**src/rtl/riscv_memmisaligned_split.sv**
```systemverilog
// Splits a CPU data access that crosses a word boundary into two aligned
// memory beats and merges the read data back. Accesses that fit in one word
// pass through as a single beat with byte enables.
module riscv_memmisaligned_split #(
  parameter int XLEN = 32,
  parameter int PLEN = 32
) (
  input  logic              clk_i,
  input  logic              rst_i,
  input  logic              req_i,
  input  logic [PLEN-1:0]   adr_i,
  input  logic [2:0]        size_i,
  input  logic              we_i,
  input  logic [XLEN-1:0]   d_i,
  output logic              ack_o,
  output logic              err_o,
  output logic [XLEN-1:0]   q_o,
  output logic              mem_req_o,
  output logic [PLEN-1:0]   mem_adr_o,
  output logic              mem_we_o,
  output logic [XLEN/8-1:0] mem_be_o,
  output logic [XLEN-1:0]   mem_d_o,
  input  logic              mem_ack_i,
  input  logic              mem_err_i,
  input  logic [XLEN-1:0]   mem_q_i
);

  localparam int unsigned WB   = XLEN / 8;
  localparam int unsigned OFFW = $clog2(WB);

  // access size encodings on size_i
  localparam logic [2:0] SZ_BYTE  = 3'b000;
  localparam logic [2:0] SZ_HWORD = 3'b001;
  localparam logic [2:0] SZ_WORD  = 3'b010;
  localparam logic [2:0] SZ_DWORD = 3'b011;

  typedef enum logic [1:0] {IDLE, BEAT0, BEAT1, RESP} state_t;

  state_t            state, state_nxt;
  int unsigned       nbytes;
  logic              illegal_in;
  logic [OFFW-1:0]   off_in, off_r;
  logic [2*WB-1:0]   mask_in, be2_in, be2_r;
  logic [2*XLEN-1:0] d2_in, d2_r, merged;
  logic [WB-1:0]     qmask_r;
  logic [PLEN-1:0]   adr_r;
  logic              we_r, illegal_r, err_r, split_r;
  logic [XLEN-1:0]   q0_r, q1_r;

  // Decode the incoming request: byte mask, lane-shifted enables and data
  always_comb begin
    off_in     = adr_i[OFFW-1:0];
    nbytes     = 0;
    illegal_in = 1'b0;
    case (size_i)
      SZ_BYTE:  nbytes = 1;
      SZ_HWORD: nbytes = 2;
      SZ_WORD:  nbytes = 4;
      SZ_DWORD: if (XLEN == 64) nbytes = 8; else illegal_in = 1'b1;
      default:  illegal_in = 1'b1;
    endcase
    for (int unsigned i = 0; i < 2*WB; i++) mask_in[i] = (i < nbytes);
    be2_in = mask_in << off_in;
    d2_in  = {{XLEN{1'b0}}, d_i} << {off_in, 3'b000};
  end

  // State register
  always_ff @(posedge clk_i) begin
    if (rst_i) state <= IDLE;
    else       state <= state_nxt;
  end

  // Request latch, beat read-data capture and error status
  always_ff @(posedge clk_i) begin
    if (rst_i) begin
      adr_r     <= '0;
      off_r     <= '0;
      be2_r     <= '0;
      d2_r      <= '0;
      qmask_r   <= '0;
      we_r      <= 1'b0;
      illegal_r <= 1'b0;
      split_r   <= 1'b0;
      err_r     <= 1'b0;
      q0_r      <= '0;
      q1_r      <= '0;
    end else begin
      case (state)
        IDLE: if (req_i) begin
          adr_r     <= adr_i & ~PLEN'(WB - 1);
          off_r     <= off_in;
          be2_r     <= be2_in;
          d2_r      <= d2_in;
          qmask_r   <= mask_in[WB-1:0];
          we_r      <= we_i;
          illegal_r <= illegal_in;
          split_r   <= |be2_in[2*WB-1:WB];
          err_r     <= 1'b0;
          q0_r      <= '0;
          q1_r      <= '0;
        end
        BEAT0: begin
          if (illegal_r || mem_err_i) err_r <= 1'b1;
          else if (mem_ack_i)         q0_r  <= mem_q_i;
        end
        BEAT1: begin
          if (mem_err_i)      err_r <= 1'b1;
          else if (mem_ack_i) q1_r  <= mem_q_i;
        end
        default: ;
      endcase
    end
  end

  // Next state and outputs. An illegal size still passes through BEAT0 with
  // the memory request suppressed, so its error response keeps the same
  // two-cycle timing as a single-beat access.
  always_comb begin
    state_nxt = state;
    ack_o     = 1'b0;
    err_o     = 1'b0;
    q_o       = '0;
    mem_req_o = 1'b0;
    mem_adr_o = '0;
    mem_we_o  = 1'b0;
    mem_be_o  = '0;
    mem_d_o   = '0;
    merged    = {q1_r, q0_r} >> {off_r, 3'b000};
    case (state)
      IDLE: if (req_i) state_nxt = BEAT0;
      BEAT0: begin
        if (illegal_r) begin
          state_nxt = RESP;
        end else begin
          mem_req_o = 1'b1;
          mem_adr_o = adr_r;
          mem_we_o  = we_r;
          mem_be_o  = be2_r[WB-1:0];
          mem_d_o   = d2_r[XLEN-1:0];
          if (mem_err_i)      state_nxt = RESP;
          else if (mem_ack_i) state_nxt = split_r ? BEAT1 : RESP;
        end
      end
      BEAT1: begin
        mem_req_o = 1'b1;
        mem_adr_o = adr_r + PLEN'(WB);
        mem_we_o  = we_r;
        mem_be_o  = be2_r[2*WB-1:WB];
        mem_d_o   = d2_r[2*XLEN-1:XLEN];
        if (mem_err_i || mem_ack_i) state_nxt = RESP;
      end
      RESP: begin
        ack_o     = 1'b1;
        err_o     = err_r;
        state_nxt = IDLE;
        if (!we_r && !err_r)
          for (int unsigned i = 0; i < WB; i++)
            q_o[8*i +: 8] = qmask_r[i] ? merged[8*i +: 8] : 8'h00;
      end
      default: state_nxt = IDLE;
    endcase
  end

endmodule

```
**config.mk**
```make
export PLATFORM = sky130hd
export DESIGN_NAME = riscv_memmisaligned_split
export DESIGN_NICKNAME = d
export VERILOG_FILES = /design/src/rtl/riscv_memmisaligned_split.sv
export SDC_FILE = /design/constraint.sdc
export NUM_CORES = 1
export LEC_CHECK = 0
export BUFFER_PORTS_ARGS = -buffer_cell sky130_fd_sc_hd__buf_2
export CORE_AREA = 2 2 153 155
export DETAILED_ROUTE_END_ITERATION = 16
export DIE_AREA = 0 0 155 157
export SLEW_MARGIN = 20
export SYNTH_ARGS = -nofsm -noshare
export SYNTH_HDL_FRONTEND = slang
export SYNTH_SLANG_ARGS = --single-unit
```
**constraint.sdc**
```tcl
create_clock -name clk_i -period 2.3 [get_ports clk_i]
set_clock_uncertainty 0.2 [all_clocks]
set_input_delay 0.46 -clock clk_i [delete_from_list [all_inputs] [get_ports clk_i]]
set_output_delay 0.46 -clock clk_i [all_outputs]
set_load 0.01 [all_outputs]
```
# Word-level counts from Yosys, hierarchy flattened
# Index checks and enable logic that the tools add are counted.
classes:
  n_lt_le_gt_ge: 8
  muxes: 37
  addsub: 1
  reduce_logical: 17
  shifts: 3
  n_eq_ne: 14
ops:
  columns: ["operator", "n"]
  rows:
  - ["$mux W32", 8]
  - ["$pmux W32 S2", 4]
  - ["$lt A3 B32 Y1 const A", 4]
  - ["$lt A1 B32 Y1 const A", 2]
  - ["$lt A2 B32 Y1 const A", 2]
  - ["$shl A32 B5 Y64", 1]
  - ["$shr A64 B5 Y32", 1]
  - ["$add A32 B3 Y32 const B", 1]
  - ["$mux W8", 4]
  - ["$ne A2 B2 Y1 const B", 8]
  - ["$reduce_and A4 Y1", 3]
  - ["$mux W2", 5]
  - ["$mux W1", 9]
  - ["$pmux W3 S3", 1]
  - ["$pmux W2 S4", 1]
  - ["$pmux W4 S2", 1]
  - ["$shl A8 B2 Y8", 1]
  - ["$eq A2 B2 Y1 const B", 2]
  - ["$mux W4", 1]
  - ["$ne A4 B4 Y1 const B", 1]
  - ["$pmux W1 S2", 2]
  - ["$reduce_bool A2 Y1", 2]
  - ["$reduce_or A4 Y1", 1]
  - ["$eq A3 B1 Y1 const B", 1]
  - ["other kinds (12)", 14]
word_totals:
  output_inout_bits: 104
  register_bits: 178
  wordCells: 92

# Logic depth before layout (Yosys ltp)
logic_depth:
  ltp_word: 5
  mapped_depth: 9
  ltp_nobuf: 6

# Least setup slack after synthesis
# No wires, ideal clock.
synth_path:
  kind: "flip-flop to output port"
  startpoint: "register state[0]"
  endpoint: "output port mem_adr_o[27]"
  slack_ns: -0.376
  path_stages_with_launch: 8
  n_path_buf: 2
  t_arrival_ns: 2.016
  cell_sequence: "dfxtp_1 inv_1 ha_1 clkbuf_1 and2_0 buf_2 nand3_1 o41ai_1"
synth_between:
  elab_chain_cells: 2
synth_lines:
  columns: ["element", "line_no", "rtl"]
  rows:
  - ["start: declaration", "39", "state_t state, state_nxt;"]
  - ["start signal: assignment", "70", "else state <= state_nxt;"]
  - ["$eq A2 B2 Y1 / $eq A2 B1 Y1 (equally long branches)", "129", "case (state)"]
  - ["$pmux W32 S2 (*)", "129", null]
  - ["end: declaration", "19", "output logic [PLEN-1:0] mem_adr_o,"]
# Mark *: on every way between the ends. The rest lies on a longest branch, timed or not.

# Worst setup path after layout
layout_path:
  startpoint: "register adr_r[11]"
  endpoint: "output port mem_adr_o[29]"
layout_between:
  elab_chain_cells: 2
layout_lines:
  columns: ["element", "line_no", "rtl"]
  rows:
  - ["start: declaration", "46", "logic [PLEN-1:0] adr_r;"]
  - ["start signal: assignment", "90", "adr_r <= adr_i & ~PLEN'(WB - 1);"]
  - ["$add A32 B3 Y32", "146", "mem_adr_o = adr_r + PLEN'(WB);"]
  - ["$pmux W32 S2", "129", null]
# Every way passes these cells.

==> impl_metrics.yaml <==
route:
  detail_route.wl_per_cell_um: 20.82
  drt-total-wl_mm: 34.34
  drc: 0
  drt_iter0_drc: 677
  via_per_inst: 5.861
  antenna_left: 0
  drt_pass1_iterations: 6
  vias: 9665
die:
  die_h_um: 157
  initial_core_util: 0.3961
  dieWidth_um: 155
  die_area_sq_um: 24340
  core_area_sq_um: 22500
  num_rows: 55
  ioPinCount: 209
critical_path:
  worstPathRequired_ns: 1.64
  slowest_stage: "or4_4"
  cp_num_buf_inv: 1
  max_stage_delay_ns: 0.57
  reg2reg_from: "state[1]$_SDFFE_PP0P_"
  reg2reg_slack_ns: -0.05
  r2r-end: "q0_r[0]$_SDFFE_PP0P_"
  worstPathCellList: "nand4_1 > or4_4 > o41a_1 > a31oi_2 > buf_2"
  endpoint_kind: "output pin"
  r2r_cells: 12
  startpoint_type: "flip-flop"
  cpLargestDelayFamily: "simple AND/OR/NAND/NOR gates"
  arrival_ns: 2.17
  critical_path.max_fanout: 4
  crit_type: "flip-flop to output pin"
power:
  comb_power_share: 0.468
  p_clk_frac: 0.249
  p_leak_nw: 5.590
  seqPwrFrac: 0.284
  sw_frac_of_total: 0.3738
  netSwitchingPower_w: 0.004762
  p_per_area_nw_per_um2: 936.9
  peakVddDrop_mv: 0.5961
  p_int_w: 0.007977
clock_tree:
  cts_tree: "built"
  clockBufferDepth: 2
  cts-htree-levels: 4
  clk_latency_ns: 0.42
  numCtsBuffers: 17
  clk_pin_slew_worst_paths_ns: 0.07
  cts_root_buf: "clkbuf_16"
  clock-sinks: 162
sta:
  rsz0062_at_grt: "yes"
  setup_ws_ns: -0.5325
  tns_ns: -34.75
  min_period_ns: 2.832
  final_hold_viol_count: 0
  setup_violations: 125
  worst_slew_pin_slew_ns: 0.8295
  finalMaxSlewViolations: 0
  relSlewSlack: 0.4440
  max_freq_mhz: 353.0
  fin_crit_sh: 1.232
layout:
  area_growth_pct: 52.54
  seq_area_sq_um: 3289
  n_fill_cell: 1876
  finalNonFillerCells: 1649
  drive_gt1_frac: 0.4488
  multi_input_area_sq_um: 5956
  fin_util: 0.6042
  nNetsFinal: 1456
grt:
  antenna_found_initial: 6
  grt_max_degree: 45
  first_global_vias: 9240
  grt_pass1_wl_mm: 51.92
  track_usage: 0.2712
  gr-total-overflow: 0
min_path:
  hp-class: "input pin to flip-flop"
  hold_depth: 3
  min-delay-start: "adr_i[6]"
  holdPathEnd: "adr_r[6]$_SDFFE_PP0P_"
placement:
  gp_congestion: 0.9188
  dp_cells: 1553
  port_buffers: 206
  place.detailed.hpwl_mm: 20.89
synth:
  netlist_area_sq_um: 8914
  netlist_top_cells_area: "dfxtp_1 36%, mux4_2 8.1%, nand2_1 5.8%, nor2_1 5.1%, a21oi_1 4.8%"
  syn_avg_cell_area_sq_um: 8.489
  synth_xor_area_frac: 0.0009826
  netlist.area_leader.share: 0.3638
  synth_top_family_by_area: "simple AND/OR/NAND/NOR gates"
  ys_ff_latch: 162
  synthCells: 1050
  yosysWarningCount: 0
  synth_ff_type: "dfxtp_1"
  synth_fa_ha_area_frac: 0.008422
  synth_common_cells: "162 x dfxtp_1, 138 x nand2_1, 122 x nor2_1, 86 x a21oi_1, 61 x clkbuf_1"
  yosys.area.top_type: "dfxtp_1"
  synthMuxAreaShare: 0.1495
  synth_edf_count: 0
  yosysSeqAreaShare: 0.3638
  yosysMostFrequentCell: "dfxtp_1"
  yosys.area_share.simple: 0.2476
  synth_cell_types: 63
  synth_compound_area_frac: 0.1804
  synth-async-reset-ratio: 0
status:
  violations: "setup timing"
  status: "complete, but fails checks"
job:
  maxCapViolCount: 0
worst register-to-register path, cell delays in order, from the launching register on:
cell	delay, ns
dfxtp_4	0.37
inv_4	0.05
buf_12	0.12
ha_4	0.16
buf_6	0.11
buf_6	0.11
buf_6	0.11
buf_6	0.12
a211oi_4	0.26
buf_12	0.16
clkbuf_16	0.21
mux2i_1	0.20
nor2_1	0.05
worst max-delay path by stage:
stage	start	end	slack (ns)	cells past startpoint
finish	adr_r[11]$_SDFFE_PP0P_	mem_adr_o[29]	-0.53	5
global placement	adr_r[2]$_SDFFE_PP0P_	mem_adr_o[16]	-0.12	7
global route	state[1]$_SDFFE_PP0P_	mem_adr_o[20]	-0.60	7
CTS	adr_r[11]$_SDFFE_PP0P_	mem_adr_o[29]	-0.51	5
floorplan	state[0]$_SDFFE_PP0P_	mem_adr_o[21]	0.007	8
detailed placement	adr_r[3]$_SDFFE_PP0P_	mem_adr_o[16]	-0.15	7
what timing repair did:
action                     4_1_cts  5_1_grt
setup endpoints to repair      100      119
hold endpoints to repair         0        0
gates cloned                    20        5
hold buffers                     0        0
setup buffers                   34       15
pin swaps                       50       78
resized for setup              240       74
sequential cells by signal, indices dropped and copies added (netlist names), 2 cells and up:
signal,flops
state,2
be2_r,8
qmask_r,4
d2_r,56
q0_r,32
q1_r,24
adr_r,30
off_r,2
routing by layer:
layer	up-vias	track usage	share of wire
li1	4438	-	-
met1	4666	0.3567	0.41
met2	479	0.4307	0.47
met3	82	0.06525	0.088
met4	0	0.1076	0.032
met5	-	0	0
per-stage QoR:
| stage | hold WS [ns] | setup slack (ns) | area [sq um] | power [W] |
|---|---|---|---|---|
| 6_report | 0.05577 | -0.5325 | 13600 | 0.01274 |
| 5_1_grt | 0.05027 | -0.5970 | 13590 | 0.01329 |
| 4_1_cts | 0.04883 | -0.5143 | 13230 | 0.01216 |
| 3_5_place_dp | 0.2422 | -0.1479 | 10880 | 0.007767 |
| 3_3_place_gp | 0.2368 | -0.1178 | 10880 | 0.007706 |
| 2_1_floorplan | 0.2273 | 0.006562 | 8992 | 0.006208 |
cell type report:
class | count | area share
multi-input combinational | 789 | 0.4380
timing repair buffer | 369 | 0.2429
sequential | 162 | 0.2419
clock buffer | 17 | 0.03129
tap | 285 | 0.02623
clock inverter | 14 | 0.01574
inverter | 6 | 0.002577
antenna | 7 | 0.001288
kinds of logic (layout without fill, tap and decap cells):
logic type	after synthesis	in the layout
and+or+nand+nor	456	457
adders and majority gates	6	6
muxes	90	90
other	1	9
DFF	162	162
buffers and inverters	101	406
xor gates and xnor gates	1	1
AOI/OAI and AO/OA	233	233
cell usage in the layout (no fill, tap or decap), types with 5 or more instances in the layout:
master / instances
buf_2: 153
dfxtp_1: 141
nand2_1: 127
nor2_1: 119
buf_6: 90
buf_4: 89
a21oi_1: 83
and2_1: 38
a22oi_1: 35
nand3_1: 33
and3_4: 32
mux4_2: 32
a22o_1: 28
mux2i_1: 28
mux2_2: 24
clkbuf_16: 22
buf_12: 19
a222oi_1: 16
dfxtp_2: 13
buf_16: 11
and2_4: 10
nand4_1: 9
or3_1: 9
dfxtp_4: 8
diode_2: 7
nand3_2: 7
and3_1: 7
o21ai_0: 6
a31oi_1: 6
o21ai_2: 6
nor3_1: 5
nand2_4: 5
ha_4: 5
inv_6: 5
power groups by stage:
stage                     combinational (W)  sequential [W]  clock, W
after floorplan                     0.00271         0.00350         0
after CTS                           0.00539         0.00358   0.00319
final                               0.00596         0.00362   0.00317
after global placement              0.00415         0.00356         0
after detailed placement            0.00419         0.00358         0
after global routing                0.00631         0.00366   0.00332
(Power assumes the default switching activity.)
